## config.mk

```make
export PLATFORM = sky130hd
export DESIGN_NAME = dec_tx_formatter
export DESIGN_NICKNAME = d
export VERILOG_FILES = /design/src/rtl/dec_tx_formatter.sv
export SDC_FILE = /design/constraint.sdc
export NUM_CORES = 1
export LEC_CHECK = 0
export BUFFER_PORTS_ARGS = -buffer_cell sky130_fd_sc_hd__buf_2
export CORE_AREA = 4 4 103 105
export CTS_BUF_LIST = sky130_fd_sc_hd__clkbuf_2 sky130_fd_sc_hd__clkbuf_4 sky130_fd_sc_hd__clkbuf_8
export DETAILED_ROUTE_END_ITERATION = 10
export DIE_AREA = 0 0 107 109
export PLACE_DENSITY = 0.67
export SETUP_SLACK_MARGIN = 0.05
export SYNTH_ARGS = -nofsm -noshare
export SYNTH_HDL_FRONTEND = slang
export SYNTH_SLANG_ARGS = --single-unit
```

## constraint.sdc

```tcl
create_clock -name clk -period 7.4 [get_ports clk]
set_input_delay 0.37 -clock clk [delete_from_list [all_inputs] [get_ports clk]]
set_output_delay 0.37 -clock clk [all_outputs]
set_load 0.01 [all_outputs]
```

## src/rtl/dec_tx_formatter.sv

```systemverilog
// dec_tx_formatter: prints a signed 16-bit value as ASCII decimal to a UART transmitter.
// The output is an optional '-', the digits with leading zeros suppressed, and an optional CR LF.
// Ports:
//   clk, rst            clock and synchronous active-high reset
//   val, val_valid      value to print, accepted when val_valid=1 and val_ready=1
//   val_ready           high only while idle
//   tx_din, tx_wen      character and one-cycle write strobe to the transmitter
//   tx_ready            transmitter idle; a character is captured when tx_wen=1 and tx_ready=1
module dec_tx_formatter #(
  parameter bit NEWLINE = 1'b1
) (
  input  logic        clk,
  input  logic        rst,
  input  logic [15:0] val,
  input  logic        val_valid,
  output logic        val_ready,
  output logic [7:0]  tx_din,
  output logic        tx_wen,
  input  logic        tx_ready
);

  localparam int unsigned MagW   = 17;
  localparam int unsigned NumDig = 5;
  localparam int unsigned PosW   = 3;

  typedef enum logic [1:0] {IDLE, CONV, SEND, GAP} state_e;

  // Character positions: 0 sign, 1..5 digits (MSD first), 6 CR, 7 LF
  localparam logic [PosW-1:0] PosCr = 3'd6;

  state_e                     state_q, state_d;
  logic                       neg_q, neg_d;
  logic [MagW-1:0]            mag_q, mag_d;
  logic [NumDig-1:0][3:0]     dig_q, dig_d;
  logic [2:0]                 idx_q, idx_d;
  logic [PosW-1:0]            pos_q, pos_d;
  logic                       last_q, last_d;
  logic [7:0]                 din_q, din_d;

  logic [7:0]                 pos_valid;
  logic [PosW-1:0]            first_pos;
  logic [PosW-1:0]            next_pos;
  logic                       next_found;
  logic [MagW-1:0]            weight;

  // Decimal weight for the digit currently being extracted
  function automatic logic [MagW-1:0] weight_of(input logic [2:0] idx);
    case (idx)
      3'd0:    weight_of = 17'd10000;
      3'd1:    weight_of = 17'd1000;
      3'd2:    weight_of = 17'd100;
      3'd3:    weight_of = 17'd10;
      default: weight_of = 17'd1;
    endcase
  endfunction

  // ASCII code for a character position
  function automatic logic [7:0] char_at(input logic [PosW-1:0] p,
                                         input logic [NumDig-1:0][3:0] d);
    case (p)
      3'd0:    char_at = 8'h2D;
      PosCr:   char_at = 8'h0D;
      3'd7:    char_at = 8'h0A;
      default: char_at = 8'h30 | {4'h0, d[PosW'(p - 3'd1)]};
    endcase
  endfunction

  // Which positions are emitted; the units digit is always printed so 0 gives "0"
  always_comb begin
    logic seen;
    seen      = 1'b0;
    pos_valid = '0;
    pos_valid[0] = neg_q;
    for (int i = 0; i < int'(NumDig); i++) begin
      seen = seen | (dig_q[i] != 4'd0) | (i == int'(NumDig) - 1);
      pos_valid[i + 1] = seen;
    end
    pos_valid[6] = NEWLINE;
    pos_valid[7] = NEWLINE;
  end

  // First emitted position, and the next one after pos_q (descending scan keeps the lowest)
  always_comb begin
    first_pos  = 3'd5;
    next_pos   = '0;
    next_found = 1'b0;
    for (int i = 7; i >= 0; i--) begin
      if (pos_valid[i]) begin
        first_pos = PosW'(i);
      end
      if (pos_valid[i] && (i > int'(pos_q))) begin
        next_pos   = PosW'(i);
        next_found = 1'b1;
      end
    end
  end

  assign weight = weight_of(idx_q);

  // Next-state and datapath
  always_comb begin
    state_d = state_q;
    neg_d   = neg_q;
    mag_d   = mag_q;
    dig_d   = dig_q;
    idx_d   = idx_q;
    pos_d   = pos_q;
    last_d  = last_q;
    din_d   = din_q;
    case (state_q)
      IDLE: begin
        if (val_valid) begin
          neg_d   = val[15];
          // Sign-extend before negating so -32768 yields 32768
          mag_d   = val[15] ? (17'd0 - {val[15], val}) : {1'b0, val};
          dig_d   = '0;
          idx_d   = '0;
          state_d = CONV;
        end
      end
      CONV: begin
        if (mag_q >= weight) begin
          mag_d        = mag_q - weight;
          dig_d[idx_q] = dig_q[idx_q] + 4'd1;
        end else if (idx_q == 3'(NumDig - 1)) begin
          pos_d   = first_pos;
          din_d   = char_at(first_pos, dig_q);
          last_d  = 1'b0;
          state_d = SEND;
        end else begin
          idx_d = idx_q + 3'd1;
        end
      end
      SEND: begin
        if (tx_ready) begin
          state_d = GAP;
          if (next_found) begin
            pos_d = next_pos;
            din_d = char_at(next_pos, dig_q);
          end else begin
            last_d = 1'b1;
          end
        end
      end
      GAP: begin
        // One dead cycle lets the transmitter drop tx_ready before we look again
        state_d = last_q ? IDLE : SEND;
      end
      default: state_d = IDLE;
    endcase
  end

  // State and datapath registers
  always_ff @(posedge clk) begin
    if (rst) begin
      state_q <= IDLE;
      neg_q   <= 1'b0;
      mag_q   <= '0;
      dig_q   <= '0;
      idx_q   <= '0;
      pos_q   <= '0;
      last_q  <= 1'b0;
      din_q   <= '0;
    end else begin
      state_q <= state_d;
      neg_q   <= neg_d;
      mag_q   <= mag_d;
      dig_q   <= dig_d;
      idx_q   <= idx_d;
      pos_q   <= pos_d;
      last_q  <= last_d;
      din_q   <= din_d;
    end
  end

  assign val_ready = (state_q == IDLE);
  assign tx_din    = din_q;
  // Strobe follows tx_ready directly so no write is issued to a busy transmitter
  assign tx_wen    = (state_q == SEND) && tx_ready;

endmodule
```

; ---- Yosys cells after proc, flatten, opt, wreduce, memory -nomap -nowiden
; Cells that the tools add are included.
[word_totals]
ff_bits = 55
inputBits = 20
out_inout_bits = 10
elab_cells = 137
[classes]
addsub = 6
n_lt_le_gt_ge = 12
eq_ne = 19
n_mux = 63
n_bitwise = 3
n_reduce_logical = 22
[op_table]
columns = operator, count
row1 = case mux 14 bit (4 select lines), 1
row2 = two-way mux 3 bit, 18
row3 = two-way mux 17 bit, 3
row4 = two-way mux 20 bit, 2
row5 = case mux 20 bit (2 select lines), 1
row6 = binary-select mux 4 bit (select 3 bit), 3
row7 = case mux 6 bit (3 select lines), 2
row8 = case mux 17 bit (2 select lines), 1
row9 = two-way mux 8 bit, 4
row10 = bitwise mux 20 bit, 1
row11 = greater-or-equal comparator 17 bit, 1
row12 = subtractor 1 x 16 -> 17 bit (first input constant), 1
row13 = subtractor 17 bit, 1
row14 = two-way mux 4 bit, 4
row15 = != test 2 bit (second input constant), 8
row16 = case mux 8 bit (2 select lines), 1
row17 = nonzero test 4 bit, 4
row18 = == test 3 bit (second input constant), 5
row19 = demux 4 bit (select 3 bit), 1
row20 = > comparator 3 bit (first input constant), 4
row21 = < comparator 3 x 4 -> 1 bit (second input constant), 3
row22 = two-way mux 1 bit, 12
row23 = case mux 3 bit (2 select lines), 2
row24 = two-way mux 2 bit, 5
row25 = other kinds (21), 37

; ---- Longest topological paths before layout
[depth]
word_depth = 16
ltp_mapped = 15
ltp_nobuf = 12

; ---- Worst setup path before layout
; No wires, ideal clock.
[synth_path]
path_kind = flip-flop to flip-flop
startpoint = reg idx_q[1]
endpoint = reg din_q[3] (netlist: tx_din[3])
setup_time_ns = 0.092
arrival_ns = 3.539
t_required_ns = 7.308
setup_slack_ns = 3.769
path_stages_with_launch = 13
n_path_buf = 1
period_less_slack_ns = 3.631
cell_sequence = dfxtp_1 clkbuf_1 inv_1 ha_1 o21ai_0 ha_1 a21oi_1 nand2_1 o21ai_0 a22oi_2 or4_1 a221o_1 o32ai_1
[synth_via]
elab_chain_cells = 5
word_cells_on_any_way = 10
classes_between = 1 x order compare / 6 x eq/ne / 1 x mux / 2 x reduce/logical
[synth_lines]
columns = element, line_no
row1 = "start, declared", 35  ; logic [2:0] idx_q, idx_d;
row2 = "start signal, assigned", 169  ; idx_q <= idx_d;
row3 = "== test 3 x 2 -> 1 bit, or another cell as far along", 48  ; case (idx)
row4 = case mux 14 bit (4 select lines), 48
row5 = greater-or-equal comparator 17 bit, 122  ; if (mag_q >= weight) begin
row6 = != test 2 bit (no source line), n/a
row7 = AND reduction 5 bit (no source line) *, n/a
row8 = "end signal, assigned", 172  ; din_q <= din_d;
row9 = "end, declared", 38  ; logic [7:0] din_q, din_d;
; Mark *: on every way between the ends. The rest lies on a longest branch, timed or not.
; A chain may end at the register's enable or synchronous reset.

; ---- Worst setup path in the final report
[layout_path]
startpoint = reg idx_q[1]
endpoint = reg mag_q[4]
[layout_via]
elab_chain_cells = 5
word_cells_on_any_way = 11
classes_between = 1 x add/sub / 1 x order compare / 4 x eq/ne / 3 x mux / 2 x reduce/logical
[layout_lines]
columns = element, line_no
row1 = "== test 3 x 2 -> 1 bit, or another cell as far along", 48
row2 = case mux 14 bit (4 select lines) *, 48
row3 = subtractor 17 bit / greater-or-equal comparator 17 bit (equally long branches), "123, 122"
row4 = two-way mux 17 bit / != test 2 bit (equally long branches), n/a
row5 = case mux 17 bit (2 select lines) / AND reduction 3 bit (equally long branches), n/a
row6 = "end signal, assigned", 167  ; mag_q <= mag_d;
row7 = "end, declared", 33  ; logic [MagW-1:0] mag_q, mag_d;
; Mark *: on every way between the ends. The rest lies on a longest branch, timed or not. The select of a mux whose other input is x is not followed.

==> run metrics <==
Longest Clk Path Bufs=2; crit share post-route=0.666; core area=9640 µm²; FF/Latch Area=1060 µm²; Remaining DRCs=0; FFs w/ async S/R, synth=0; gpl congestion=0.913; Initial Utilization=0.489; fillers=971; vias in the first global route=4413; CP max-delay cell=dfxtp_1; Avg WL per Cell=18.3 µm; setup violators final=0; Worst R2R End=mag_q[4]; Syn Area/Cell=7.60 µm²; Min-Delay Path Class=input port to flop; post-synthesis register bit count=53; Post-DP HPWL=10.2 mm; Die Area=11700 µm²; CP cell instances=inv_1 > ha_1 > o21ai_0 > ha_1 > a21oi_1 > nand2_1 > o21ai_0 > a22oi_2 > o21ai_1 > buf_4 > nand2_1 > a211oi_1; multiplexer area fraction after synthesis=0.0507; GRT Total Usage=0.239; post-route design area=4970 µm²; outcome=finished clean; setup TNS=0 ps; R2R cell count=12; Cells after Synth=620; worst relative slew slack=0.308; Slew Limit Fails=0; Max-Cap Viols=0; Crit path largest cell delay=870 ps; layout cells sized above 1=0.106; clk_skew=5.90 ps; pre-CTS setup slack=2620 ps; Adder-Cell Fraction of Synth Area=0.0759; Die Span X=107 µm; Iter 0 DRT Violations=374; Power Density=234 nW/µm²; number of buffers created by CTS=5; Post-CTS Resized=0; Setup crit start kind=flop; Critical Path AT=5150 ps; initial antenna violation count=0; most frequent cells in the layout=nand2_1 (53), dfxtp_1 (53), a21oi_1 (44); dpl cell area=4880 µm²; RSZ-0062 raised after global routing=false; top post-synthesis cells by area=dfxtp_1 (23%), ha_1 (7.2%), a21oi_1 (4.7%); WP data required=7620 ps; Post-synth EDFFs=0; Final min period=4930 ps; Post-CTS Hold Fix Bufs=0; # rows=36; max frequency=203 MHz; area of the multi-input gates=3360 µm²; share of the synthesized area in the top cell type=0.225; Final Hold Fails=0; vias per inst=6.41; reg2reg start=idx_q[1]; Reg clk slew, reported paths=100 ps; overall routed net length=13.7 mm; setup ws final=2470 ps; fin cells=748; Simple-Gate Fraction of Synth Area=0.231; Post-Synth XOR/XNOR Area=0.0443; worst-skew pair later-pin latency=310 ps; global-route wire length before repair=22.6 mm; Worst-Margin Slew=1040 ps; area growth from synthesis to layout=5.36%; Crit path buffers/inverters=2; die height=109 µm; top_reg_cell synth=dfxtp_1; Yosys warnings=0; via count=4797; number of port buffers=27; Routed Antenna Nets=0; main combinational cell family by area after synthesis=compound AO/OA/AOI/OAI gates; worst vdd ir=0.114 mV; CP Capture Type=flop; Leakage=1.88 nW; CTS tree=built; IO Pins=30; WS Path Type=flop to flop; cell taking the most area after synthesis=dfxtp_1; DRT Pass-1 Iters=5; Num Clock Sinks=53; Unique masters post-synth=71; Post-Syn Area=4710 µm²; largest net degree at the start of global routing=63; Synth Area in Compound Gates=0.310; Hold Startpoint=val[13]; n_diodes=0; placed cell count=740; Post-CTS Setup Bufs=0; clock root buffer=clkbuf_8; final-stage net count=662; hold depth=4; Worst Hold End=mag_q[13]; Worst R2R Setup Slack=2470 ps; register area share after synthesis=0.225; Worst path top cell family by delay=compound AO/OA/AOI/OAI gates; grt total ovfl=0; H-tree level count=2; CP Max Fanout=25
[cells in the mapped netlist, types with 10 or more instances]
master / n
nand2b_1: 15
ha_1: 27
o21ai_0: 40
a211oi_1: 17
nor3_1: 27
nand3_1: 20
nor2b_1: 11
nor2_1: 38
inv_1: 22
xor2_1: 10
a21oi_1: 44
mux2i_1: 16
clkbuf_1: 36
dfxtp_1: 53
nand2_1: 53
xnor2_1: 12
[tightest hold or removal path, delay by kind of cell]
kind / cells / cell delay, ps
xor gates and xnor gates: 1 / 70
and+or+nand+nor: 1 / 60
AOI/OAI and AO/OA: 1 / 70
buffers and inverters: 1 / 110
[sequential cells by signal (all words and copies together) (netlist names)]
name,flops
mag_q,17
state_q,2
last_q,1
tx_din,6
neg_q,1
dig_q,20
pos_q,3
idx_q,3
[how the worst max path moves through the flow]
stage                   from   endpoint  slack (ps)  cells after the start
finish              idx_q[1]   mag_q[4]        2470                     12
global route        idx_q[1]   mag_q[3]        2060                     12
CTS                 idx_q[1]   mag_q[5]        2590                     12
detailed placement  idx_q[1]   mag_q[5]        2620                     12
global placement    idx_q[1]  mag_q[13]        2810                     12
floorplan           idx_q[1]  tx_din[3]        3770                     12
[logic make-up after synthesis]
family | Yosys count
AND/OR/NAND/NOR | 213
AO/OA/AOI/OAI | 206
buffers and inverters | 73
flip-flops | 53
adder cells (fa/ha/maj) | 28
XOR/XNOR | 23
multiplexers | 23
other | 1
[metrics by stage]
step / hold slack (ps) / power [mW] / utilization
floorplan: 446 / 0.845 / -
global placement: 454 / 0.972 / 0.506
detailed placement: 463 / 0.984 / 0.506
CTS: 407 / 1.15 / 0.515
global route: 426 / 1.25 / 0.515
finish: 412 / 1.16 / 0.515
[routing by layer]
| metal | part of all wire | GRT usage |
|---|---|---|
| met2 | 0.44 | 0.364 |
| met4 | 0.016 | 0.0594 |
| met5 | 0 | 0 |
| met3 | 0.062 | 0.0296 |
| met1 | 0.48 | 0.356 |
[layout make-up]
cell class / count / share of cell area
multi-input combinational: 495 / 0.676
sequential: 53 / 0.214
timing repair buffer: 36 / 0.0408
tap: 133 / 0.0335
inverter: 23 / 0.0174
clock buffer: 5 / 0.0139
clock inverter: 3 / 0.00428
[where the power goes]
group	leakage, nW	internal [mW]	switching, mW	total, mW
combinational	1.41	0.246	0.397	0.643
sequential	0.431	0.312	0.0372	0.350
clock	0.0445	0.0675	0.104	0.171
(Power assumes the default switching activity.)
